## src/rtl/click_decoder.sv

```systemverilog
// Click burst decoder: groups debounced press pulses into single/double/triple click events.
// Optional post-event lockout is enabled by defining CLICK_HOLDOFF_EN.
module click_decoder #(
  parameter int GAP_CYCLES     = 25_000_000,
  parameter int HOLDOFF_CYCLES = 5_000_000,
  parameter int MAX_CLICKS     = 3
) (
  input  logic       Clk,
  input  logic       Reset,
  input  logic       Press,
  output logic       Single,
  output logic       Double,
  output logic       Triple,
  output logic       Busy,
  output logic [1:0] Clicks
);

  // state    | meaning
  // IDLE     | waiting for the first press of a burst
  // COLLECT  | counting presses, gap timer running
  // EMIT     | one-cycle event pulse for the finished burst
  // HOLDOFF  | post-event lockout, presses discarded (CLICK_HOLDOFF_EN only)

  if (GAP_CYCLES < 2 || GAP_CYCLES > 33554431 ||
      HOLDOFF_CYCLES < 1 || HOLDOFF_CYCLES > 33554431 || MAX_CLICKS != 3) begin : g_param_check
    $error("click_decoder: illegal parameter value");
  end

  localparam logic [24:0] GAP_LAST   = 25'(GAP_CYCLES - 1);
  localparam logic [1:0]  LAST_CLICK = 2'(MAX_CLICKS - 1);

  typedef enum logic [1:0] {
    IDLE,
    COLLECT,
    EMIT
`ifdef CLICK_HOLDOFF_EN
    , HOLDOFF
`endif
  } state_t;

  state_t      state;
  logic [24:0] gap_timer;

`ifdef CLICK_HOLDOFF_EN
  localparam logic [24:0] HOLD_LAST = 25'(HOLDOFF_CYCLES - 1);
  logic [24:0] hold_cnt;
`endif

  always_ff @(posedge Clk) begin
    if (Reset) begin
      state     <= IDLE;
      gap_timer <= '0;
      Single    <= 1'b0;
      Double    <= 1'b0;
      Triple    <= 1'b0;
      Busy      <= 1'b0;
      Clicks    <= 2'd0;
`ifdef CLICK_HOLDOFF_EN
      hold_cnt  <= '0;
`endif
    end else begin
      Single <= 1'b0;
      Double <= 1'b0;
      Triple <= 1'b0;
      case (state)
        IDLE: begin
          if (Press) begin
            Clicks    <= 2'd1;
            gap_timer <= '0;
            Busy      <= 1'b1;
            state     <= COLLECT;
          end
        end
        COLLECT: begin
          // A press on the timeout cycle wins: it restarts the gap instead of ending the burst.
          if (Press) begin
            Clicks    <= Clicks + 2'd1;
            gap_timer <= '0;
            if (Clicks == LAST_CLICK) begin
              Triple <= 1'b1;
              state  <= EMIT;
            end
          end else if (gap_timer == GAP_LAST) begin
            gap_timer <= '0;
            Single    <= (Clicks == 2'd1);
            Double    <= (Clicks == 2'd2);
            state     <= EMIT;
          end else begin
            gap_timer <= gap_timer + 25'd1;
          end
        end
        EMIT: begin
          Clicks <= 2'd0;
`ifdef CLICK_HOLDOFF_EN
          hold_cnt <= HOLD_LAST;
          state    <= HOLDOFF;
`else
          Busy  <= 1'b0;
          state <= IDLE;
`endif
        end
`ifdef CLICK_HOLDOFF_EN
        HOLDOFF: begin
          if (hold_cnt == 25'd0) begin
            Busy  <= 1'b0;
            state <= IDLE;
          end else begin
            hold_cnt <= hold_cnt - 25'd1;
          end
        end
`endif
        default: begin
          Busy   <= 1'b0;
          Clicks <= 2'd0;
          state  <= IDLE;
        end
      endcase
    end
  end

endmodule

```

## config.mk

```make
export PLATFORM = sky130hd
export DESIGN_NAME = click_decoder
export DESIGN_NICKNAME = d
export VERILOG_FILES = /design/src/rtl/click_decoder.sv
export SDC_FILE = /design/constraint.sdc
export NUM_CORES = 1
export LEC_CHECK = 0
export CAP_MARGIN = 20
export CORE_ASPECT_RATIO = 1.4
export CORE_MARGIN = 3
export CORE_UTILIZATION = 40
export CTS_CLUSTER_DIAMETER = 100
export CTS_CLUSTER_SIZE = 14
export DETAILED_ROUTE_END_ITERATION = 12
export DONT_BUFFER_PORTS = 1
export GPL_TIMING_DRIVEN = 0
export MAX_ROUTING_LAYER = met4
export PLACE_DENSITY_LB_ADDON = 0.1
export SYNTH_ARGS = -nofsm -noshare
export SYNTH_HDL_FRONTEND = slang
export SYNTH_SLANG_ARGS = --single-unit
```

## constraint.sdc

```tcl
create_clock -name Clk -period 3.7 [get_ports Clk]
set_input_delay 0.74 -clock Clk [delete_from_list [all_inputs] [get_ports Clk]]
set_output_delay 0.74 -clock Clk [all_outputs]
set_load 0.02 [all_outputs]
```

-- After elaboration in Yosys (flattened, before gate mapping)
Cells that the tools add are included.
- output and inout port bits: 6
- input bits: 3
- word-level logic and storage cells: 42
- register bits: 33
- muxes and demuxes: 14
- equal/unequal tests: 8
- add/sub/neg operators: 2
- reduce and logical (&&, ||, !) cells: 8
- bitwise operators: 3
- operators with widths (cell ; number):
    2-to-1 mux 25 bit ; 3
    case mux 25 bit (2 select lines) ; 1
    adder 25 x 1 -> 25 bit (second input constant) ; 1
    equality test 25 bit (second input constant) ; 1
    2-to-1 mux 2 bit ; 5
    case mux 2 bit (2 select lines) ; 2
    inequality test 3 bit (second input constant) ; 2
    AND reduction 2 bit ; 3
    equality test 2 x 1 -> 1 bit (second input constant) ; 2
    inequality test 2 bit (second input constant) ; 2
    OR reduction 4 bit ; 1
    NOT 1 bit ; 3
    AND reduction 3 bit ; 1
    OR reduction 3 bit ; 1
    adder 2 x 1 -> 2 bit (second input constant) ; 1
    equality test 2 bit (second input constant) ; 1
    logical NOT 2 bit ; 1
    2-to-1 mux 1 bit ; 2
    case mux 1 bit (2 select lines) ; 1
    nonzero test 2 bit ; 1

-- Longest topological paths before layout
Gate-level depths: netlist (run 1).
- word-level depth: 4
- mapped depth: 7
- gate-level depth less buffers: 5

-- Worst setup path after synthesis (run 1)
Ideal clock, no wire load.
- kind: input port to flip-flop
- start point: in Press
- end point: reg gap_timer[21]
- library setup time: 0.130 ns
- data required time: 3.570 ns
- slack: 1.651 ns
- buffers on the path: 3
- arrival time: 1.919 ns
- stages: 7
- cells stage by stage: buf_2 o21ba_2 buf_4 nand4_1 clkbuf_1 o41ai_1 a21oi_1
- cells in the longest elaborated chain, start to end: 2
- elaborated cells on any way between the ends: 4
- classes of those cells: eq/ne: 1; mux: 2; reduce/logical: 1
- ends and longest elaborated chain (item ; RTL line ; RTL):
    start: declaration ; 10 ; input logic Press,
    2-to-1 mux 25 bit / inequality test 2 bit (equally long branches) ; -- ;
    case mux 25 bit (2 select lines) / AND reduction 2 bit (equally long branches) ; -- ;
    end signal: assignment ; 89 ; gap_timer <= gap_timer + 25'd1;
    end: declaration ; 42 ; logic [24:0] gap_timer;
Parallel ways exist; a longest one is shown, timed or not.
A chain may end at the register's enable or synchronous reset.

-- Worst setup path in the final report (run 1)
- start point: reg gap_timer[0]
- end point: reg gap_timer[13]
- cells in the longest elaborated chain, start to end: 4
- elaborated cells on any way between the ends: 5
- classes of those cells: add/sub: 1; eq/ne: 1; mux: 3
- ends and longest elaborated chain (item ; RTL line ; RTL):
    adder 25 x 1 -> 25 bit / equality test 25 bit (equally long branches) ; 89, 83 ;
    2-to-1 mux 25 bit * ; 83 ; end else if (gap_timer == GAP_LAST) begin
    2-to-1 mux 25 bit * ; 76 ; if (Press) begin
    case mux 25 bit (2 select lines) * ; 65 ; case (state)
Every way passes the cells marked *; elsewhere a longest branch is shown, timed or not.

==> reports/summary.txt, run 1 <==
STA
---------------------------------------------------------------------------
Fin. Hold Viols                                                           0
Final Setup Violations                                                    0
Total Negative Setup Slacks                                            0 ps
Setup Skew                                                          10.3 ps
Crit share post-route                                                 0.596
Worst-case headroom to the max-slew limit                             0.619
Hold WS                                                              486 ps
Count of pins over their slew limit                                       0
Final critical path time including I/O delays and setup             2210 ps
Max Clk Rate                                                        453 MHz
Slew @ Worst Pin                                                     569 ps
RSZ-0062 raised after global routing                                     no

WORST SETUP PATH
---------------------------------------------------------------------------
Number of buffers and inverters on the critical path                      1
RR Endpoint                                                    gap_timer[13]
Cells along the critical path                                  ha_1, nor4bb_1, nand4_1, o41ai_4, buf_6, a21oi_1
Critical path arrival                                               2370 ps
Endpoint kind of the worst setup timing path                           flop
Type of the worst setup path                                        reg2reg
RR Startpoint                                                  gap_timer[0]
WP data required                                                    3860 ps
Register-to-register setup slack                                    1490 ps
Worst reg-to-reg path cell count                                          6
Delay contributed by the slowest stage of the critical path          630 ps
Top delay family on crit path                                  compound AO/OA/AOI/OAI gates
Maximum fanout along the worst path                                      10
Slowest-stage cell, CP                                              o41ai_4
Startpoint type of the worst setup path                                flop

DETAILED ROUTING
---------------------------------------------------------------------------
WL/cell                                                             14.8 um
Post-DRT Antenna Nets                                                     0
Router iterations before antenna repair                                   4
Via Count                                                              1359
Routed Wire Length                                                  3.44 mm
Drt drc                                                                   0
Number of vias per cell                                                5.83
DR iter-0 viols                                                          65

POWER AND IR DROP
---------------------------------------------------------------------------
Cell area power density                                          415 nW/um2
Maximum vdd drop                                                   0.404 mV
Leakage power                                                      0.549 nW

GLOBAL ROUTING
---------------------------------------------------------------------------
First-pass GRT wire length                                          6.17 mm
Via count of the first global-routing pass                             1313
Overall track demand over capacity in global routing                  0.170
Global route total overflow                                               0
Maximum number of pins on one net before global-route repair             11
Antenna violations before repair                                          0

FLOORPLANNING
---------------------------------------------------------------------------
Number of top-level pins                                                  9
Total die area                                                     4840 um2
Initial standard-cell utilization of the core                         0.427
Core area                                                          3770 um2
# rows                                                                   26
Die Height                                                          81.1 um
Horizontal extent of the die                                        59.7 um

CLOCK NETWORK
---------------------------------------------------------------------------
Clock buffer depth                                                        2
Clock tree from TritonCTS                                             built
Post-CTS Hold Fix Bufs                                                    0
Resized Gates After CTS                                                   0
Clock root buffer                                                  clkbuf_8
Clock transition at the registers of the reported paths               70 ps
Worst-Skew Late Latency                                              280 ps
Post-CTS setup-driven buffer insertion count                              0
TritonCTS sink count                                                     33
Number of H-tree levels                                                   2
Total clock buffers created by CTS                                        5

RUN
---------------------------------------------------------------------------
# Max-Cap Violations                                                      0

FINAL LAYOUT
---------------------------------------------------------------------------
Area delta synth->final                                               10.5%
Layout cell share with drive strength beyond 1                        0.110
Footprint of the flip-flops and latches                             661 um2
Area occupied by multi-input gates                                  873 um2
Number of fill cells                                                    381
# diodes                                                                  0
Total Nets Final                                                        196
Finished layout cell area                                          1780 um2
Final non-filler cell total                                             233

SYNTHESIS
---------------------------------------------------------------------------
Instance count of the mapped netlist                                    183
Leading area contributor after synthesis                            dfxtp_1
Biggest area contributors in the synthesized netlist           dfxtp_1, a21oi_1, or4_1
Synthesized area per cell                                          8.81 um2
Cell variety after synth                                                 39
Area of the mapped netlist                                         1610 um2
Syn Nets                                                                189
Synthesis-stage register bit count                                       33
Proportion of synthesized chip area in sequential cells               0.410
Area share of the largest cell type after synthesis                   0.410
Yosys warns                                                               0

PLACED DESIGN
---------------------------------------------------------------------------
Post-detailed-placement half-perimeter wirelength                   2.51 mm
Total placed instance area                                         1670 um2
Instance count after placement with tap cells included                  225
Routability-driven placement congestion ratio                         0.879
Number of I/O port buffers                                                0

MIN PATH
---------------------------------------------------------------------------
Worst hold start                                               gap_timer[24]
Worst Hold Class                                                    reg2reg
Hold-critical path endpoint                                    gap_timer[24]
Number of cells on the worst hold path                                    2

OUTCOME
---------------------------------------------------------------------------
Outcome                                                        finished, final reports clean

## area by class of cell
type	count	share of cell area
clock buffers	7	0.0485
flip-flops and latches	33	0.371
inverters	7	0.0147
multi-input cells	135	0.490
clock inverters	1	0.0169
well taps	42	0.0295
plain buffers	8	0.0295
## stage by stage
step / setup slack, ps / utilization / power (mW)
final: 1490 / 0.472 / 0.739
after global routing: 1240 / 0.472 / 0.775
after CTS: 1460 / 0.472 / 0.748
after detailed placement: 1300 / 0.441 / 0.400
after global placement: 1300 / 0.441 / 0.399
after floorplan: 1650 / - / 0.394
## sequential cells by signal (all words and copies together) (netlist names)
register	cells
gap_timer	25
Clicks	2
state	2
Busy	1
Double	1
Single	1
Triple	1
## cell usage after synthesis, drive strengths merged
master / n
dfxtp: 33
a21oi: 19
nand2: 14
or4: 13
nor2: 12
nand3: 10
o31ai: 9
nand4: 8
inv: 7
o21ai: 7
buf: 6
or3: 6
xor2: 6
and3: 3
ha: 3
nor3: 3
a31oi: 2
and2: 2
and4b: 2
clkbuf: 2
nor4: 2
o41ai: 2
xnor2: 2
a21boi: 1
and4: 1
and4bb: 1
mux2i: 1
nand2b: 1
nor4bb: 1
o211ai: 1
o21ba: 1
or2: 1
or4b: 1
## per-layer routing
layer  vias to the layer above  GRT usage  wire [um]
met5                         -          -          0
met4                         0     0.0643         51
met3                         5     0.0445        106
met2                        19      0.261       1690
met1                       636      0.210       1590
li1                        699          -          -
## power by group
group	internal [mW]	switching, mW
registers	0.359	0.00650
clock network	0.220	0.128
logic	0.0108	0.0158
## how the worst max path moves through the flow
stage / endpoint / slack (ps) / from / cells past startpoint
2_1_floorplan: gap_timer[21] / 1650 / Press / 7
3_3_place_gp: gap_timer[21] / 1300 / Press / 7
3_5_place_dp: gap_timer[21] / 1300 / Press / 7
4_1_cts: gap_timer[13] / 1460 / gap_timer[0] / 6
5_1_grt: gap_timer[20] / 1240 / gap_timer[0] / 6
6_report: gap_timer[13] / 1490 / gap_timer[0] / 6
## worst register-to-register path, stage by stage, from the launching register on
cell	delay, ps
dfxtp_1	360
ha_1	290
nor4bb_1	240
nand4_1	290
o41ai_4	630
buf_6	230
a21oi_1	50
## cell usage in the layout, fill, tap and decap left out, drive strengths merged, types with 2 or more instances in the layout
cell type,instances
or4,13
and4b,2
or3,6
a31oi,2
inv,7
o41ai,2
and2,2
ha,3
nor4,2
and3,3
nor2,12
xnor2,2
nor3,3
a21oi,19
o21ai,7
buf,6
dfxtp,33
clkbuf,9
nand2,14
nand3,10
nand4,8
xor2,6
o31ai,9
## cells by family (layout without fill, tap and decap cells)
group,count (synthesis),in the layout,share of synthesized area
flip-flops,33,33,0.410
buffers and inverters,15,23,0.0489
AO/OA/AOI/OAI,42,42,0.168
AND/OR/NAND/NOR,81,81,0.300
XOR/XNOR,8,8,0.0434
multiplexers,1,1,0.00621
adder cells (fa/ha/maj),3,3,0.0233
Note: power is estimated with default switching activity, not from simulation.
==> run 2, diff against run 1 <==
==> constraint.sdc (replaced) <==
create_clock -name Clk -period 2.2 [get_ports Clk]
set_input_delay 0.44 -clock Clk [delete_from_list [all_inputs] [get_ports Clk]]
set_output_delay 0.44 -clock Clk [all_outputs]
set_load 0.02 [all_outputs]
==> reports/summary.txt, run 2 (same netlist as run 1, synthesis figures left out) <==
OUTCOME
----------------------------------------------------------------------------------
Outcome                                                               finished, final reports clean

STA
----------------------------------------------------------------------------------
Setup Skew                                                                 10.6 ps   +0.282 ps
Fin. Hold Viols                                                                  0   unchanged
Max Clk Rate                                                               497 MHz   +9.5%
Worst-case headroom to the max-slew limit                                    0.710   +0.0911
Slew @ Worst Pin                                                            435 ps   -135 ps
Total Negative Setup Slacks                                                   0 ps   unchanged
Count of pins over their slew limit                                              0   unchanged
Crit share post-route                                                        0.915   +0.319
Final Setup Violations                                                           0   unchanged
Hold WS                                                                     224 ps   -262 ps
Final critical path time including I/O delays and setup                    2010 ps   -192 ps
RSZ-0062 raised after global routing                                            no

FINAL LAYOUT
----------------------------------------------------------------------------------
Flip-flop count of the largest register, all copies and words added             25   unchanged
Final non-filler cell total                                                    236   +1.3%
Number of fill cells                                                           377   -1.0%
Area delta synth->final                                                      12.0%
Biggest regs                                                          gap_timer x25, Clicks x2, state x2
Footprint of the flip-flops and latches                                    661 um2   unchanged
Leading cell type in the layout, fill and taps excluded                    dfxtp_1
Layout cell share with drive strength beyond 1                               0.129   +0.0189
Area occupied by multi-input gates                                         876 um2   +0.29%
Highest-count cells in the layout ignoring fill and taps              dfxtp_1, a21oi_1, nand2_1
Total Nets Final                                                               199   +1.5%
Register name with the most flops                                        gap_timer
# diodes                                                                         0   unchanged

FLOORPLANNING
----------------------------------------------------------------------------------
Horizontal extent of the die                                               59.7 um   unchanged
Die Height                                                                 81.1 um   unchanged
Total die area                                                            4840 um2   unchanged
Initial standard-cell utilization of the core                                0.427   unchanged
# rows                                                                          26   unchanged
Number of top-level pins                                                         9   unchanged
Core area                                                                 3770 um2   unchanged

RUN
----------------------------------------------------------------------------------
# Max-Cap Violations                                                             0   unchanged

DETAILED ROUTING
----------------------------------------------------------------------------------
Drt drc                                                                          0   unchanged
Routed met3 length                                                          107 um   +0.94%
Routed Wire Length                                                         3.45 mm   +0.23%
Via Count                                                                     1375   +1.2%
WL/cell                                                                    14.6 um   -1.0%
Router iterations before antenna repair                                          4   unchanged
Post-DRT Antenna Nets                                                            0   unchanged
Topmost layer with routed signal wires                                        met4
Number of vias per cell                                                       5.83   -0.11%
Met2 Routed Length                                                         1.69 mm   +0.12%
DR iter-0 viols                                                                 69   +6.2%
Detailed-routing wirelength on met1                                        1.60 mm   +0.38%

PLACED DESIGN
----------------------------------------------------------------------------------
Number of I/O port buffers                                                       0   unchanged
Routability-driven placement congestion ratio                                0.879   unchanged
Post-detailed-placement half-perimeter wirelength                          2.51 mm   unchanged
Instance count after placement with tap cells included                         225   unchanged

GLOBAL ROUTING
----------------------------------------------------------------------------------
Maximum number of pins on one net before global-route repair                    11   unchanged
Overall track demand over capacity in global routing                         0.170   +0.000329
Via count of the first global-routing pass                                    1319   +0.46%
Antenna violations before repair                                                 0   unchanged
First-pass GRT wire length                                                 6.18 mm   +0.23%
Global route total overflow                                                      0   unchanged

WORST SETUP PATH
----------------------------------------------------------------------------------
Worst reg-to-reg path cell count                                                 6   unchanged
Source of the critical timing path                                        state[1]
Endpoint kind of the worst setup timing path                                  flop
Critical path arrival                                                      2180 ps   -190 ps
RR Startpoint                                                             state[1]
Type of the worst setup path                                               reg2reg
Maximum fanout along the worst path                                             10   unchanged
WP data required                                                           2360 ps   -1500 ps
RR Endpoint                                                           gap_timer[21]
Startpoint type of the worst setup path                                       flop
Register-to-register setup slack                                            190 ps   -1310 ps
Critical Path Sink                                                    gap_timer[21]

CLOCK NETWORK
----------------------------------------------------------------------------------
Clock tree from TritonCTS                                                    built
TritonCTS sink count                                                            33   unchanged
Clock root buffer                                                         clkbuf_8
Total clock buffers created by CTS                                               5   unchanged
Clock transition at the registers of the reported paths                      70 ps   about the same
Worst-Skew Late Latency                                                     280 ps   about the same
Clock buffer depth                                                               2   unchanged
Number of H-tree levels                                                          2   unchanged
Post-CTS Hold Fix Bufs                                                           0   unchanged

MIN PATH
----------------------------------------------------------------------------------
Worst Hold Class                                                            in2reg
Number of cells on the worst hold path                                           1   -1

POWER AND IR DROP
----------------------------------------------------------------------------------
Maximum vdd drop                                                          0.678 mV   +68%
Cell area power density                                                 689 nW/um2   +66%
Leakage power                                                             0.559 nW   +1.8%
Pwr Total                                                                  1.24 mW   +68%

-- run 2: how the worst min path moves through the flow --
stage                        from       endpoint  slack [ps]
floorplan           gap_timer[24]  gap_timer[24]         440
global placement    gap_timer[24]  gap_timer[24]         470
detailed placement  gap_timer[24]  gap_timer[24]         470
CTS                         Reset      Clicks[1]         220
global route                Reset      Clicks[1]         210
finish                      Reset      Clicks[1]         220
-- run 2: critical path: stages (launching register included) --
cell	delay, ps
dfxtp_1	370
o21ba_2	260
buf_4	170
nand4_1	290
clkbuf_1	320
o41ai_1	380
a21oi_1	100
-- run 2: metrics by stage --
step / util / area (um2) / worst slack [ps]
after CTS: 0.472 / 1780 / 35.6
after global routing: 0.479 / 1810 / 31.1
after floorplan: - / 1610 / 381
after detailed placement: 0.441 / 1670 / -27.6
final: 0.479 / 1810 / 186
after global placement: 0.441 / 1670 / 33.2
-- run 2: what timing repair did --
action,CTS,global route
resized for setup,0,1
setup endpoints to repair,20,24
endpoints found under the hold margin,0,0
gates cloned,0,0
setup buffers,0,3
pin swaps,1,2
-- run 2: layer usage --
layer	track usage	up-vias
met4	0.0643	0
met3	0.0445	5
met1	0.210	646
met5	-	-
li1	-	704
met2	0.262	20
-- run 2: power breakdown --
part	switching (mW)	internal, mW	total (mW)
sequential	0.0110	0.604	0.615
clock	0.214	0.369	0.583
combinational	0.0268	0.0194	0.0462
-- run 2: layout make-up --
cell class              count  area share
multi-input cells         135       0.485
flip-flops and latches     33       0.366
clock buffers               7      0.0478
plain buffers               8      0.0291
well taps                  42      0.0291
clock inverters             1      0.0166
inverters                   7      0.0145
repair buffers              3      0.0125
